$ cat config.mk
export PLATFORM = sky130hd
export DESIGN_NAME = instruction_fetch
export DESIGN_NICKNAME = d
export VERILOG_FILES = /design/src/rtl/instruction_fetch.sv
export SDC_FILE = /design/constraint.sdc
export NUM_CORES = 1
export LEC_CHECK = 0
export ABC_AREA = 0
export BUFFER_PORTS_ARGS = -buffer_cell sky130_fd_sc_hd__buf_4
export CORE_ASPECT_RATIO = 0.7
export CORE_MARGIN = 1
export CORE_UTILIZATION = 48
export CTS_BUF_LIST = sky130_fd_sc_hd__clkbuf_8
export DETAILED_ROUTE_END_ITERATION = 8
export PLACE_DENSITY = 0.84
export SETUP_SLACK_MARGIN = 0.05
export SLEW_MARGIN = 20
export SYNTH_ARGS = -nofsm -noshare
export SYNTH_HDL_FRONTEND = slang
export SYNTH_SLANG_ARGS = --single-unit
$ cat constraint.sdc
create_clock -name clk -period 1.5 [get_ports clk]
set_input_delay 0.375 -clock clk [delete_from_list [all_inputs] [get_ports clk]]
set_output_delay 0.375 -clock clk [all_outputs]
set_load 0.01 [all_outputs]
$ cat src/rtl/instruction_fetch.sv
// Fetch stage: PC register, one-outstanding imem read, {inst, pc} handed to decode.
// At least 3 cycles per instruction; holds the request while imem is not ready and the instruction while decode is not ready.
module instruction_fetch #(
  parameter int unsigned     XLEN     = 32,
  parameter logic [XLEN-1:0] RESET_PC = XLEN'(32'h0000_1000)
) (
  input  logic            clk,
  input  logic            rst_n,
  input  logic            redirect_valid,
  input  logic [XLEN-1:0] redirect_pc,
  output logic            imem_req_valid,
  input  logic            imem_req_ready,
  output logic [XLEN-1:0] imem_addr,
  input  logic            imem_rsp_valid,
  input  logic [XLEN-1:0] imem_rsp_data,
  output logic            inst_valid,
  input  logic            inst_ready,
  output logic [XLEN-1:0] inst_data,
  output logic [XLEN-1:0] inst_pc,
  output logic            misaligned
);

  typedef enum logic [1:0] {
    S_REQ  = 2'd0,
    S_WAIT = 2'd1,
    S_HOLD = 2'd2
  } state_t;

  state_t          r_state;
  logic [XLEN-1:0] r_pc;
  logic [XLEN-1:0] r_req_pc;
  logic [XLEN-1:0] r_inst_data;
  logic [XLEN-1:0] r_inst_pc;
  logic            r_discard;
  logic            r_req_valid;
  logic            r_inst_valid;
  logic            r_misaligned;

  logic [XLEN-1:0] w_redirect_pc_al;
  logic            w_req_fire;

  assign w_redirect_pc_al = {redirect_pc[XLEN-1:2], 2'b00};
  // r_req_valid is only ever set while in S_REQ, so this is the request handshake.
  assign w_req_fire       = r_req_valid & imem_req_ready;

  always_ff @(posedge clk or negedge rst_n) begin
    if (!rst_n) begin
      r_state      <= S_REQ;
      r_pc         <= RESET_PC;
      r_req_pc     <= RESET_PC;
      r_inst_data  <= '0;
      r_inst_pc    <= '0;
      r_discard    <= 1'b0;
      r_req_valid  <= 1'b0;
      r_inst_valid <= 1'b0;
      r_misaligned <= 1'b0;
    end else begin
      r_misaligned <= redirect_valid & (|redirect_pc[1:0]);
      if (redirect_valid) begin
        r_pc <= w_redirect_pc_al;
        case (r_state)
          S_REQ: begin
            if (w_req_fire) begin
              r_req_pc    <= r_pc;
              r_discard   <= 1'b1;
              r_req_valid <= 1'b0;
              r_state     <= S_WAIT;
            end else begin
              r_req_valid <= 1'b1;
            end
          end
          S_WAIT: begin
            if (imem_rsp_valid) begin
              r_discard   <= 1'b0;
              r_req_valid <= 1'b1;
              r_state     <= S_REQ;
            end else begin
              r_discard   <= 1'b1;
            end
          end
          S_HOLD: begin
            r_inst_valid <= 1'b0;
            r_req_valid  <= 1'b1;
            r_state      <= S_REQ;
          end
          default: begin
            r_req_valid <= 1'b1;
            r_state     <= S_REQ;
          end
        endcase
      end else begin
        case (r_state)
          S_REQ: begin
            if (w_req_fire) begin
              r_req_pc    <= r_pc;
              r_req_valid <= 1'b0;
              r_state     <= S_WAIT;
            end else begin
              r_req_valid <= 1'b1;
            end
          end
          S_WAIT: begin
            if (imem_rsp_valid) begin
              if (r_discard) begin
                r_discard   <= 1'b0;
                r_req_valid <= 1'b1;
                r_state     <= S_REQ;
              end else begin
                r_inst_data  <= imem_rsp_data;
                r_inst_pc    <= r_req_pc;
                r_inst_valid <= 1'b1;
                r_pc         <= r_req_pc + XLEN'(4);
                r_state      <= S_HOLD;
              end
            end
          end
          S_HOLD: begin
            if (inst_ready) begin
              r_inst_valid <= 1'b0;
              r_req_valid  <= 1'b1;
              r_state      <= S_REQ;
            end
          end
          default: begin
            r_req_valid <= 1'b1;
            r_state     <= S_REQ;
          end
        endcase
      end
    end
  end

  assign imem_req_valid = r_req_valid;
  assign imem_addr      = r_pc;
  assign inst_valid     = r_inst_valid;
  assign inst_data      = r_inst_data;
  assign inst_pc        = r_inst_pc;
  assign misaligned     = r_misaligned;

endmodule

# == Word level (Yosys, flattened, before mapping) ==
# Index checks and enable logic that the tools add are counted.
# word_totals
output_inout_bits,99
wordCells,69
regBits,134
input_bits,70
# classes
eq_ne,10
n_mux,32
n_bitwise,4
reduce_logical,13
addsub,1
# ops
operator,n
$mux 32,4
$add 32x3->32 const B,1
$mux 1,16
$ne 3x3->1 const B,5
$mux 2,6
$reduce_and 4->1,2
$reduce_bool 2->1,4
$pmux 1 s2,3
$pmux 2 s3,1
$reduce_and 3->1,2
$reduce_and 5->1,1
$ne 2x2->1 const B,2
$pmux 2 s2,1
$reduce_and 2->1,2
$pmux 1 s3,1
$and 1x1->1,2
$eq 2x1->1 const B,1
$eq 2x2->1 const B,1
$logic_not 2->1,1
$ne 2x1->1 const B,1
$not 1->1,2
$reduce_or 2->1,1

# == Longest topological paths before layout ==
# logic_depth
word_depth,5
ltp_mapped,10
mapped_depth_nobuf,7

# == Least setup slack after synthesis ==
# OpenSTA, ideal clock, no wires.
# synth_timing
kind,register to register
start,reg r_state[0]
end,reg r_req_pc[10]
required_time_ns,1.375
n_path_buf,1
setup_ns,0.125
stages_incl_launch_ff,6
synth_period_minus_slack_ns,1.656
arrival_ns,1.531
slack_ns,-0.156
path_cell_list,dfrtp_1 -> inv_1 -> ha_1 -> nand3_1 -> clkbuf_1 -> mux2_2
# synth_between
elab_chain_cells,2
# synth_lines
element,line_no,text
"start, declared",29,state_t r_state;
"start signal, assigned",48,r_state <= S_REQ;
"start signal, assigned",67,r_state <= S_WAIT;
"start signal, assigned",76,r_state <= S_REQ;
$logic_not 2->1,"61, 92",
$reduce_and 2->1 (no source line),n/a,
"end signal, assigned",64,r_req_pc <= r_pc;
"end signal, assigned",95,r_req_pc <= r_pc;
"end, declared",31,logic [XLEN-1:0] r_req_pc;
# Every way passes these cells.
# A chain may end at the register's enable or synchronous reset.

# == Worst setup path in the final report ==
# layout_timing
start,reg r_req_pc[12]
end,reg r_pc[22] (netlist: imem_addr[22])
# layout_between
elab_chain_cells,5
# layout_lines
element,line_no,text
$add 32x3->32,112,r_pc <= r_req_pc + XLEN'(4);
$mux 32,104,if (r_discard) begin
$mux 32,103,if (imem_rsp_valid) begin
$mux 32,92,case (r_state)
$mux 32,59,if (redirect_valid) begin
"end signal, assigned",60,r_pc <= w_redirect_pc_al;
"end signal, assigned",112,
"end, declared",30,logic [XLEN-1:0] r_pc;
# Every way passes these cells. The select of a mux whose other input is x is not followed.

==> metrics.cfg <==
[status]
status=complete, but fails checks
failed_checks=negative setup slack

[floorplanning]
die_x_um=133
io_pins=169
die_h_um=93.9
rows=33
core_area_mm2=0.0117
die_area_mm2=0.0125
initial_core_util_pct=49.4

[power]
power.leakage_nw=4.45
p_switching_w=0.00673
seqPwrFrac_pct=36.6
peakVddDrop_mv=1.15
switching_share_pct=37.6
powerDensity_mw_per_mm2=1960
power_frac_clock_pct=19.1
p_comb_share_pct=44.3
intPower_w=0.0112

[placed_design]
globalplace.congestion=0.864
hpwl_mm=11.3
numPortBuffers=168

[drt]
antenna_left=0
dr.pass1.iters=5
dr_total_vias=5530
drt_iter0_drc=397
drt_wl_total_mm=20.1
via_per_inst=5.67
wl_per_cell_um=20.6
drc_errors=0

[timing]
clock_skew_ns=0.0192
maxSlewViolCount=0
grt_setup_unrepaired=yes
hold_viol_final=0
period_share_pct=109
fmax_ghz=0.610
worst_slack_ns=-0.139
setup_viol=98
worst_hold_slack_ns=0.126
period_needed_ns=1.64
worst_slew_pin_slew_ns=0.424
relSlewSlack_pct=71.7

[synthesis]
synth_edf_count=0
syn_inst=571
synth_area_leader_cell=dfrtp_1
ys_types=40
ys.flop_type=dfrtp_1
syn_avg_cell_area_um2=10.1
async_flop_share_pct=100
syn-num-nets=645
synth-seq-area-share_pct=58.0
synth_area_mm2=0.00579
synth_top_area_share_pct=57.1
yosysWarnings=0
yosys-top-cells-area=dfrtp_1 57%, nand2_1 13%, mux2_2 6.2%
synth_seq_cells=134

[layout]
utilization_pct=77.9
layout.nets=880
area_growth_pct=57.8
diodes=0
drive_gt1_share_pct=54.1

[clock_tree]
cts_buffers=17
clk_pin_slew_ns=0.08
clock-sinks=134
cts_tree=built
clkLatencyLatePin_ns=0.44
clockRootBuffer=clkbuf_8
clk_path_buf_depth=2
cts_htree_levels=4

[global_route]
met2_usage_pct=47.6
grt_max_degree=42
antenna_found_initial=0
track_usage_pct=29.3
overflow=0
groute.layer.met3.usage_pct=8.90
grt.busiest_layer=met2
grt_util_met1_pct=37.1
grt_pass1_vias=5478
grt_pass1_wl_mm=27.6

[setup_path]
path_class=reg2reg
timing.rr.end=imem_addr[22]
cp.arrival_ns=1.99
crit_chain=and3_4 -> and3_4 -> buf_6 -> nand4_1 -> xor2_1 -> o21ai_1
slowest_delay_ns=0.56
r2r_cells=6
cp.buffers_inverters=1
rrSetupSlack_ns=-0.14
cp-startpoint=r_req_pc[12]
crit_fanout=7
cpLargestDelayFamily=flip-flops
cp-end-kind=flop
critPathLaunchType=flop
required_ns=1.85
crit_path_top_delay_cell=dfstp_2
cpMostUsedCell=and3_4
r2r-start=r_req_pc[12]

[hold_path]
holdPathStages=3
hold_path_end=inst_data[19]
hp-class=in2reg
hold_path.startpoint=imem_rsp_data[19]

[flow_run]
cap_violations=0

state kept, by name (all words and copies together) (netlist names):
| signal | cells |
|---|---|
| r_discard | 1 |
| imem_addr | 32 |
| r_req_pc | 32 |
| r_state | 2 |
| imem_req_valid | 1 |
| inst_data | 32 |
| inst_valid | 1 |
| misaligned | 1 |
| inst_pc | 32 |
power by group through the flow:
stage | clock [W] | sequential, W | combinational [W]
finish | 0.00342 | 0.00655 | 0.00794
CTS | 0.00338 | 0.00632 | 0.00704
floorplan | 0 | 0.00665 | 0.00252
global placement | 0 | 0.00614 | 0.00610
global route | 0.00360 | 0.00664 | 0.00848
detailed placement | 0 | 0.00623 | 0.00634
repair_timing:
item	CTS	global route
resized for setup	90	83
buffers inserted	5	3
pin swaps	46	36
cloned	5	7
endpoints found under the hold margin	29	0
endpoints found under the setup margin	129	125
hold buffers	1	0
layout make-up:
class                           count  area, um2
Sequential cell                   134       3360
Multi-Input combinational cell    401       2860
Fill cell                         711       2590
Timing Repair Buffer              245       2250
Clock buffer                       21        289
Tap cell                          157        196
Clock inverter                     11        158
Inverter                            7       28.8
layout by cell type (no fill, tap or decap), types with 3 or more instances in the layout:
cell | synthesis | routed
a21oi_1 | 8 | 5
a21oi_2 | 0 | 3
a22oi_1 | 24 | 3
a22oi_2 | 0 | 21
and3_1 | 5 | 3
buf_12 | 0 | 13
buf_16 | 0 | 4
buf_4 | 1 | 204
buf_6 | 2 | 16
bufinv_16 | 0 | 4
clkbuf_16 | 0 | 5
clkbuf_8 | 0 | 21
dfrtp_1 | 132 | 128
dfrtp_2 | 0 | 4
inv_1 | 7 | 7
mux2_2 | 32 | 32
nand2_1 | 201 | 141
nand2_2 | 0 | 44
nand2_4 | 0 | 15
nand3_1 | 18 | 10
nand3_2 | 1 | 6
nand3_4 | 0 | 3
nand4_1 | 5 | 5
nor2_1 | 18 | 14
nor2_4 | 0 | 3
nor3_4 | 2 | 3
o21ai_0 | 4 | 3
o21ai_1 | 28 | 21
o21ai_2 | 2 | 9
xnor2_1 | 5 | 5
xor2_1 | 23 | 20
xor2_2 | 0 | 3
synthesized netlist by cell type (all sizes together) (6+ instances only):
cell,n
o21ai,34
mux2,33
nand4,7
a22oi,24
a21oi,8
nand2,201
nor2,18
inv,7
nand3,19
buf,13
xor2,23
and3,6
dfrtp,132
clkbuf,16
logic make-up (layout without fill, tap and decap cells):
group / count (synthesis) / after routing / share of synthesized area, %
multiplexers: 34 / 34 / 6.59
buffers and inverters: 36 / 284 / 2.87
flip-flops: 134 / 134 / 58.0
XOR/XNOR: 28 / 28 / 4.24
AO/OA/AOI/OAI: 74 / 74 / 7.91
adder cells (fa/ha/maj): 4 / 4 / 0.865
AND/OR/NAND/NOR: 261 / 261 / 19.6
how the worst max path moves through the flow:
| stage | to | slack, ns | cells past startpoint |
|---|---|---|---|
| floorplan | inst_pc[25] | -0.02 | 10 |
| global placement | imem_addr[26] | -0.07 | 7 |
| detailed placement | imem_addr[30] | -0.10 | 7 |
| CTS | imem_req_valid | -0.02 | 7 |
| global route | imem_addr[22] | -0.21 | 6 |
| finish | imem_addr[22] | -0.14 | 6 |
per-stage QoR:
| step | area [um2] | setup slack [ns] | total power (W) | std cells | setup TNS (ns) |
|---|---|---|---|---|---|
| after global routing | 9140 | -0.205 | 0.0187 | 976 | -8.94 |
| after floorplan | 5840 | -0.0209 | 0.00917 | 571 | -0.320 |
| after global placement | 7710 | -0.0696 | 0.0122 | 924 | -0.144 |
| after CTS | 8650 | -0.0230 | 0.0167 | 967 | -0.283 |
| final | 9140 | -0.139 | 0.0179 | 976 | -3.41 |
| after detailed placement | 7710 | -0.104 | 0.0126 | 924 | -3.16 |
metal layers:
| layer | vias up | part of all wire [%] |
|---|---|---|
| met4 | 0 | 2.4 |
| met1 | 2818 | 41 |
| met5 | - | 0 |
| met2 | 281 | 49 |
| li1 | 2383 | - |
| met3 | 48 | 7.9 |
worst reg2reg max path, stage by stage (launching register included):
cell and delay, ns:
dfstp_2 0.56, and3_4 0.18, and3_4 0.19, buf_6 0.12, nand4_1 0.12, xor2_1 0.18, o21ai_1 0.20
(Power assumes the default switching activity.)
